### src/rtl/hid_report_mux.sv
// Multi-channel HID report queue: per-channel FIFOs, round-robin grant, LSB-first byte stream.
// Define HID_REPORT_ID_EN to prefix each report with an ID byte (channel + 1).
module hid_report_mux #(
  parameter int unsigned NUM_CH       = 2,
  parameter int unsigned REPORT_BYTES = 4,
  parameter int unsigned DEPTH        = 4,
  localparam int unsigned CW = (NUM_CH > 1) ? $clog2(NUM_CH) : 1
) (
  input  logic                             clk,
  input  logic                             rst,
  input  logic [NUM_CH-1:0]                ch_req,
  input  logic [NUM_CH*REPORT_BYTES*8-1:0] ch_data,
  output logic [NUM_CH-1:0]                ch_full,
  output logic [NUM_CH-1:0]                ch_ovf,
  input  logic                             usb_configured,
  output logic [7:0]                       tx_data,
  output logic                             tx_valid,
  input  logic                             tx_ready,
  output logic                             tx_last,
  output logic [CW-1:0]                    tx_ch
);

  localparam int unsigned RW = REPORT_BYTES * 8;
  localparam int unsigned AW = $clog2(DEPTH);
  localparam int unsigned IW = (REPORT_BYTES > 1) ? $clog2(REPORT_BYTES) : 1;

  typedef enum logic [1:0] {
    StIdle,
    StPayload
`ifdef HID_REPORT_ID_EN
    , StHdr
`endif
  } state_e;

  logic [RW-1:0]   mem_q [NUM_CH][DEPTH];
  logic [AW:0]     wr_ptr_q [NUM_CH];
  logic [AW:0]     rd_ptr_q [NUM_CH];
  logic [NUM_CH-1:0] empty, full, push, pop, ovf_q;

  state_e          state_q, state_d;
  logic [CW-1:0]   ch_q, ch_d, rr_q, rr_d, grant_ch, cand;
  logic            grant_valid, hs, last_byte;
  logic [RW-1:0]   data_q, data_d, head;
  logic [IW-1:0]   idx_q, idx_d;

  assign hs        = usb_configured && (state_q != StIdle) && tx_ready;
  assign last_byte = (idx_q == IW'(REPORT_BYTES - 1));

  always_comb begin
    empty = '0;
    full  = '0;
    for (int unsigned c = 0; c < NUM_CH; c++) begin
      empty[c] = (wr_ptr_q[c] == rd_ptr_q[c]);
      full[c]  = (wr_ptr_q[c][AW] != rd_ptr_q[c][AW]) &&
                 (wr_ptr_q[c][AW-1:0] == rd_ptr_q[c][AW-1:0]);
    end
  end

  always_comb begin
    pop = '0;
    if (state_q == StPayload && hs && last_byte) pop[ch_q] = 1'b1;
  end

  // A full FIFO still accepts a push in the cycle its head is retired.
  always_comb begin
    push = ch_req & {NUM_CH{usb_configured}} & (~full | pop);
  end

  always_comb begin
    grant_valid = 1'b0;
    grant_ch    = '0;
    cand        = '0;
    for (int unsigned i = 0; i < NUM_CH; i++) begin
      cand = CW'((32'(rr_q) + i) % NUM_CH);
      if (!grant_valid && !empty[cand]) begin
        grant_valid = 1'b1;
        grant_ch    = cand;
      end
    end
    head = mem_q[grant_ch][rd_ptr_q[grant_ch][AW-1:0]];
  end

  always_ff @(posedge clk or posedge rst) begin
    if (rst) begin
      for (int unsigned c = 0; c < NUM_CH; c++) begin
        wr_ptr_q[c] <= '0;
        rd_ptr_q[c] <= '0;
      end
      ovf_q <= '0;
    end else begin
      for (int unsigned c = 0; c < NUM_CH; c++) begin
        if (!usb_configured) begin
          wr_ptr_q[c] <= '0;
          rd_ptr_q[c] <= '0;
        end else begin
          if (push[c]) wr_ptr_q[c] <= wr_ptr_q[c] + 1'b1;
          if (pop[c])  rd_ptr_q[c] <= rd_ptr_q[c] + 1'b1;
        end
      end
      ovf_q <= ovf_q | (ch_req & ~push);
    end
  end

  always_ff @(posedge clk) begin
    for (int unsigned c = 0; c < NUM_CH; c++) begin
      if (push[c]) mem_q[c][wr_ptr_q[c][AW-1:0]] <= ch_data[c*RW +: RW];
    end
  end

  always_ff @(posedge clk or posedge rst) begin
    if (rst) begin
      state_q <= StIdle;
      ch_q    <= '0;
      rr_q    <= '0;
      data_q  <= '0;
      idx_q   <= '0;
    end else begin
      state_q <= state_d;
      ch_q    <= ch_d;
      rr_q    <= rr_d;
      data_q  <= data_d;
      idx_q   <= idx_d;
    end
  end

  always_comb begin
    state_d = state_q;
    ch_d    = ch_q;
    rr_d    = rr_q;
    data_d  = data_q;
    idx_d   = idx_q;
    if (!usb_configured) begin
      state_d = StIdle;
    end else begin
      unique case (state_q)
        StIdle: begin
          if (grant_valid) begin
            ch_d   = grant_ch;
            data_d = head;
            idx_d  = '0;
`ifdef HID_REPORT_ID_EN
            state_d = StHdr;
`else
            state_d = StPayload;
`endif
          end
        end
`ifdef HID_REPORT_ID_EN
        StHdr: begin
          if (hs) state_d = StPayload;
        end
`endif
        StPayload: begin
          if (hs) begin
            if (last_byte) begin
              rr_d    = (ch_q == CW'(NUM_CH - 1)) ? '0 : ch_q + CW'(1);
              state_d = StIdle;
            end else begin
              data_d = data_q >> 8;
              idx_d  = idx_q + IW'(1);
            end
          end
        end
        default: state_d = StIdle;
      endcase
    end
  end

  always_comb begin
    tx_valid = usb_configured && (state_q != StIdle);
    tx_last  = usb_configured && (state_q == StPayload) && last_byte;
    tx_data  = '0;
    if (tx_valid) begin
`ifdef HID_REPORT_ID_EN
      tx_data = (state_q == StHdr) ? (8'(ch_q) + 8'd1) : data_q[7:0];
`else
      tx_data = data_q[7:0];
`endif
    end
    tx_ch   = ch_q;
    ch_full = full & {NUM_CH{usb_configured}};
    ch_ovf  = ovf_q;
  end

endmodule

### config.mk
export PLATFORM = sky130hd
export DESIGN_NAME = hid_report_mux
export DESIGN_NICKNAME = d
export VERILOG_FILES = /design/src/rtl/hid_report_mux.sv
export SDC_FILE = /design/constraint.sdc
export NUM_CORES = 1
export LEC_CHECK = 0
export CORE_ASPECT_RATIO = 1.75
export CORE_MARGIN = 2
export CORE_UTILIZATION = 61
export CTS_BUF_LIST = sky130_fd_sc_hd__clkbuf_8
export DETAILED_ROUTE_END_ITERATION = 8
export PLACE_DENSITY = 0.93
export SLEW_MARGIN = 15
export SYNTH_ARGS = -nofsm -noshare
export SYNTH_HDL_FRONTEND = slang
export SYNTH_SLANG_ARGS = --single-unit
### constraint.sdc
create_clock -name clk -period 3.6 [get_ports clk]
set_input_delay 0.72 -clock clk [delete_from_list [all_inputs] [get_ports clk]]
set_output_delay 0.72 -clock clk [all_outputs]
set_load 0.05 [all_outputs]
==> results by group <==
Pwr
  – Psw: 2.37 mW
  – Comb power frac: 17.1%
  – Clock power share: 32.0%
  – Pint: 6.08 mW
  – Power per cell area: 547 nW/um2
  – Sequential share of power: 50.9%
  – Pleak: 5.13 nW
  – Sw Share: 28.0%
  – Worst VDD drop: 328 uV

Flow run
  – Max Cap Viol: 0

Finish
  – Antenna diodes: 0
  – Fill cell count: 1,318
  – Layout area overhead: 15.4%
  – Layout cells sized above 1: 17.7%
  – Fin area: 15,400 um2
  – Nets: 1,063

Placed design
  – Buffers on Ports: 84
  – Post-DP HPWL: 20.8 mm
  – Placed inst area: 14,600 um2
  – Placer Congestion: 0.968

Synth
  – Synthesized Nets: 972
  – Synth async-reset ratio: 16.6%
  – Primary FF master, synth: edfxtp_1
  – Post-synth EDFFs: 256
  – Cell taking the most area after synthesis: edfxtp_1
  – Yosys warnings: 0
  – Mean Syn Cell Area: 15.0 um2
  – Top post-synthesis cells by area: edfxtp_1, dfrtp_1, mux2i_1, o41ai_2, a221oi_2
  – Post-synthesis register bit count: 307
  – Largest family of logic cells by synthesized area: compound AO/OA/AOI/OAI gates
  – Sequential-to-total area share from yosys stat: 67.0%
  – Mux contribution to synthesized area: 8.01%
  – Mapped Cells: 891
  – Adder-cell share of the synthesized area: 1.03%
  – Complex-gate fraction of the synthesized area: 13.5%
  – Post-synthesis cell type count: 61
  – Post-Synth XOR/XNOR Area: 0.973%
  – Cell area after synthesis: 13,400 um2
  – Yosys top cell area share: 57.5%
  – Simple-Gate Fraction of Synth Area: 6.49%

Route
  – Drt pass-1 iters: 5
  – # DRC: 0
  – Vias post-DR: 8,426
  – Final WL: 32.9 mm
  – Avg WL per Cell: 25.2 um
  – DR vias/cell: 6.45
  – Routed Antenna Nets: 0
  – Starting DRT DRC Count: 1,088

CTS
  – Clk_lat worst skew: 560 ps
  – Post-CTS Setup Repair Bufs: 0
  – Post-CTS Hold Fix Bufs: 0
  – Cts repair resizes: 0
  – Worst-path clk slew: 70 ps
  – CTS tree: done
  – # clock sinks: 307
  – H-tree levels: 2
  – Clock Tree Root: clkbuf_8
  – CTS buffer count: 42
  – Clk buf depth: 3

Setup path
  – Setup crit start kind: primary input
  – WP data arrival: 2420 ps
  – CP Max Fanout: 10
  – Crit Path Class: primary input to primary output
  – CP endpoint kind: primary output
  – Data required, critical path: 2880 ps

STA
  – Final period util: 87.2%
  – Final hold viol count: 0
  – Max-slew violation count: 0
  – RSZ-0062 raised after global routing: false
  – Rel. slew slack: 24.5%
  – Final setup vio count: 0
  – Minimum clock period: 3140 ps
  – Fin Clk Skew: 20.9 ps
  – Total negative setup slack: 0 ps
  – Fmax: 0.318 GHz
  – Worst slew pin tran: 1130 ps

Global route
  – Antenna violations before repair: 0
  – Largest net degree at the start of global routing: 79
  – Number of global-route vias before repair: 8,335
  – First-pass GRT wire length: 48.9 mm
  – Grt ovf: 0
  – Total track usage: 29.2%

Floorplanning
  – Die Area: 23,200 um2
  – IO Pins: 85
  – Die W: 116 um
  – Initial core utilization: 62.2%
  – Core Footprint: 21,500 um2
  – Row count: 71
  – Chip Height: 200 um

Hold path
  – Min-Delay Path Class: flip-flop to flip-flop

Status
  – Status: completed
-- final timing paths --
path	startpoint	endpoint	slack, ps	cells after the start
worst max-delay path	usb_configured	tx_valid	460	4
worst min-delay path	ch_ovf[0]	ch_ovf[0]	460	1
worst max register to register	rd_ptr_q[4]	data_q[29]	780	6
worst min register to register	ch_ovf[0]	ch_ovf[0]	460	1
max in group asynchronous	rst	data_q[29]	2470	3
min in group asynchronous	rst	tx_ch	470	2
-- critical path: stages --
cell	delay, ps
clkdlybuf4s50_1	680
clkinv_1	380
nor2_1	450
buf_12	190
-- cells in the mapped netlist (6+ instances only) --
master     number
a211oi_1       26
a211oi_2       12
a221oi_1        6
a221oi_2       20
and2_1          6
and3_1          9
buf_2          22
buf_6           6
clkbuf_1       26
dfrtp_1        51
edfxtp_1      256
ha_1           11
inv_1          14
mux2_2          8
mux2i_1        98
nand2_1        44
nand3_1        49
nor2_1         34
nor2b_1        25
o2111ai_1       9
o21ai_0        50
o21ai_1        13
o311ai_1        8
o41ai_2        20
xnor2_1         9
-- sequential cells by signal, summed over array words and instances (netlist names) --
register / flops
rr_q: 1
state_q: 1
idx_q: 2
rd_ptr_q: 6
data_q: 32
wr_ptr_q: 6
ch_ovf: 2
tx_ch: 1
mem_q: 256
-- routing by layer --
metal | GRT usage, % | vias to the layer above | share of wire [%]
li1 | - | 3663 | -
met1 | 31.8 | 4092 | 33
met2 | 50.1 | 522 | 52
met3 | 4.11 | 149 | 6.3
met4 | 23.5 | 0 | 8.9
met5 | 0 | - | 0
-- area by class of cell --
cell class	count	area, um2	area share, %
inverters	16	60.1	0.389
multi-input cells	504	4040	26.2
clock buffers	51	702	4.55
clock inverters	26	164	1.06
repair buffers	111	1130	7.30
flip-flops and latches	307	8970	58.2
well taps	292	365	2.37
-- metrics by stage --
| stage | hold WS (ps) | instances | total power [mW] | util [%] | setup slack [ps] |
|---|---|---|---|---|---|
| 4_1_cts | 459 | 1307 | 8.43 | 71.8 | 509 |
| 5_1_grt | 489 | 1307 | 8.73 | 71.8 | 398 |
| 3_5_place_dp | 446 | 1230 | 5.75 | 67.7 | 496 |
| 3_3_place_gp | 439 | 1230 | 5.70 | 67.7 | 593 |
| 6_report | 458 | 1307 | 8.45 | 71.8 | 459 |
| 2_1_floorplan | 440 | 891 | 5.27 | - | 376 |
-- logic make-up after synthesis --
group           count (synthesis)
compound gates                195
simple gates                  178
xor+xnor                       14
flops                         307
buf+inv                        80
mux                           106
fa+ha+maj                      11
-- cell usage in the layout (no fill, tap or decap), types with 20 or more instances in the layout --
cell type	n
nor2_1	31
a221oi_2	20
nand2_1	44
nor2b_1	25
o41ai_2	20
inv_1	30
dfrtp_1	49
o21ai_0	50
clkdlybuf4s50_1	72
edfxtp_1	256
a211oi_1	26
buf_4	30
clkbuf_8	51
mux2i_1	98
nand3_1	48
-- power groups by stage --
stage / Sequential [mW] / Clock [mW] / Combinational, mW
after global routing: 4.32 / 2.88 / 1.52
final: 4.30 / 2.70 / 1.44
after CTS: 4.29 / 2.73 / 1.41
after global placement: 4.35 / 0 / 1.35
after detailed placement: 4.36 / 0 / 1.39
after floorplan: 4.33 / 0 / 0.932
No activity file was read; power rests on OpenSTA's default activity.
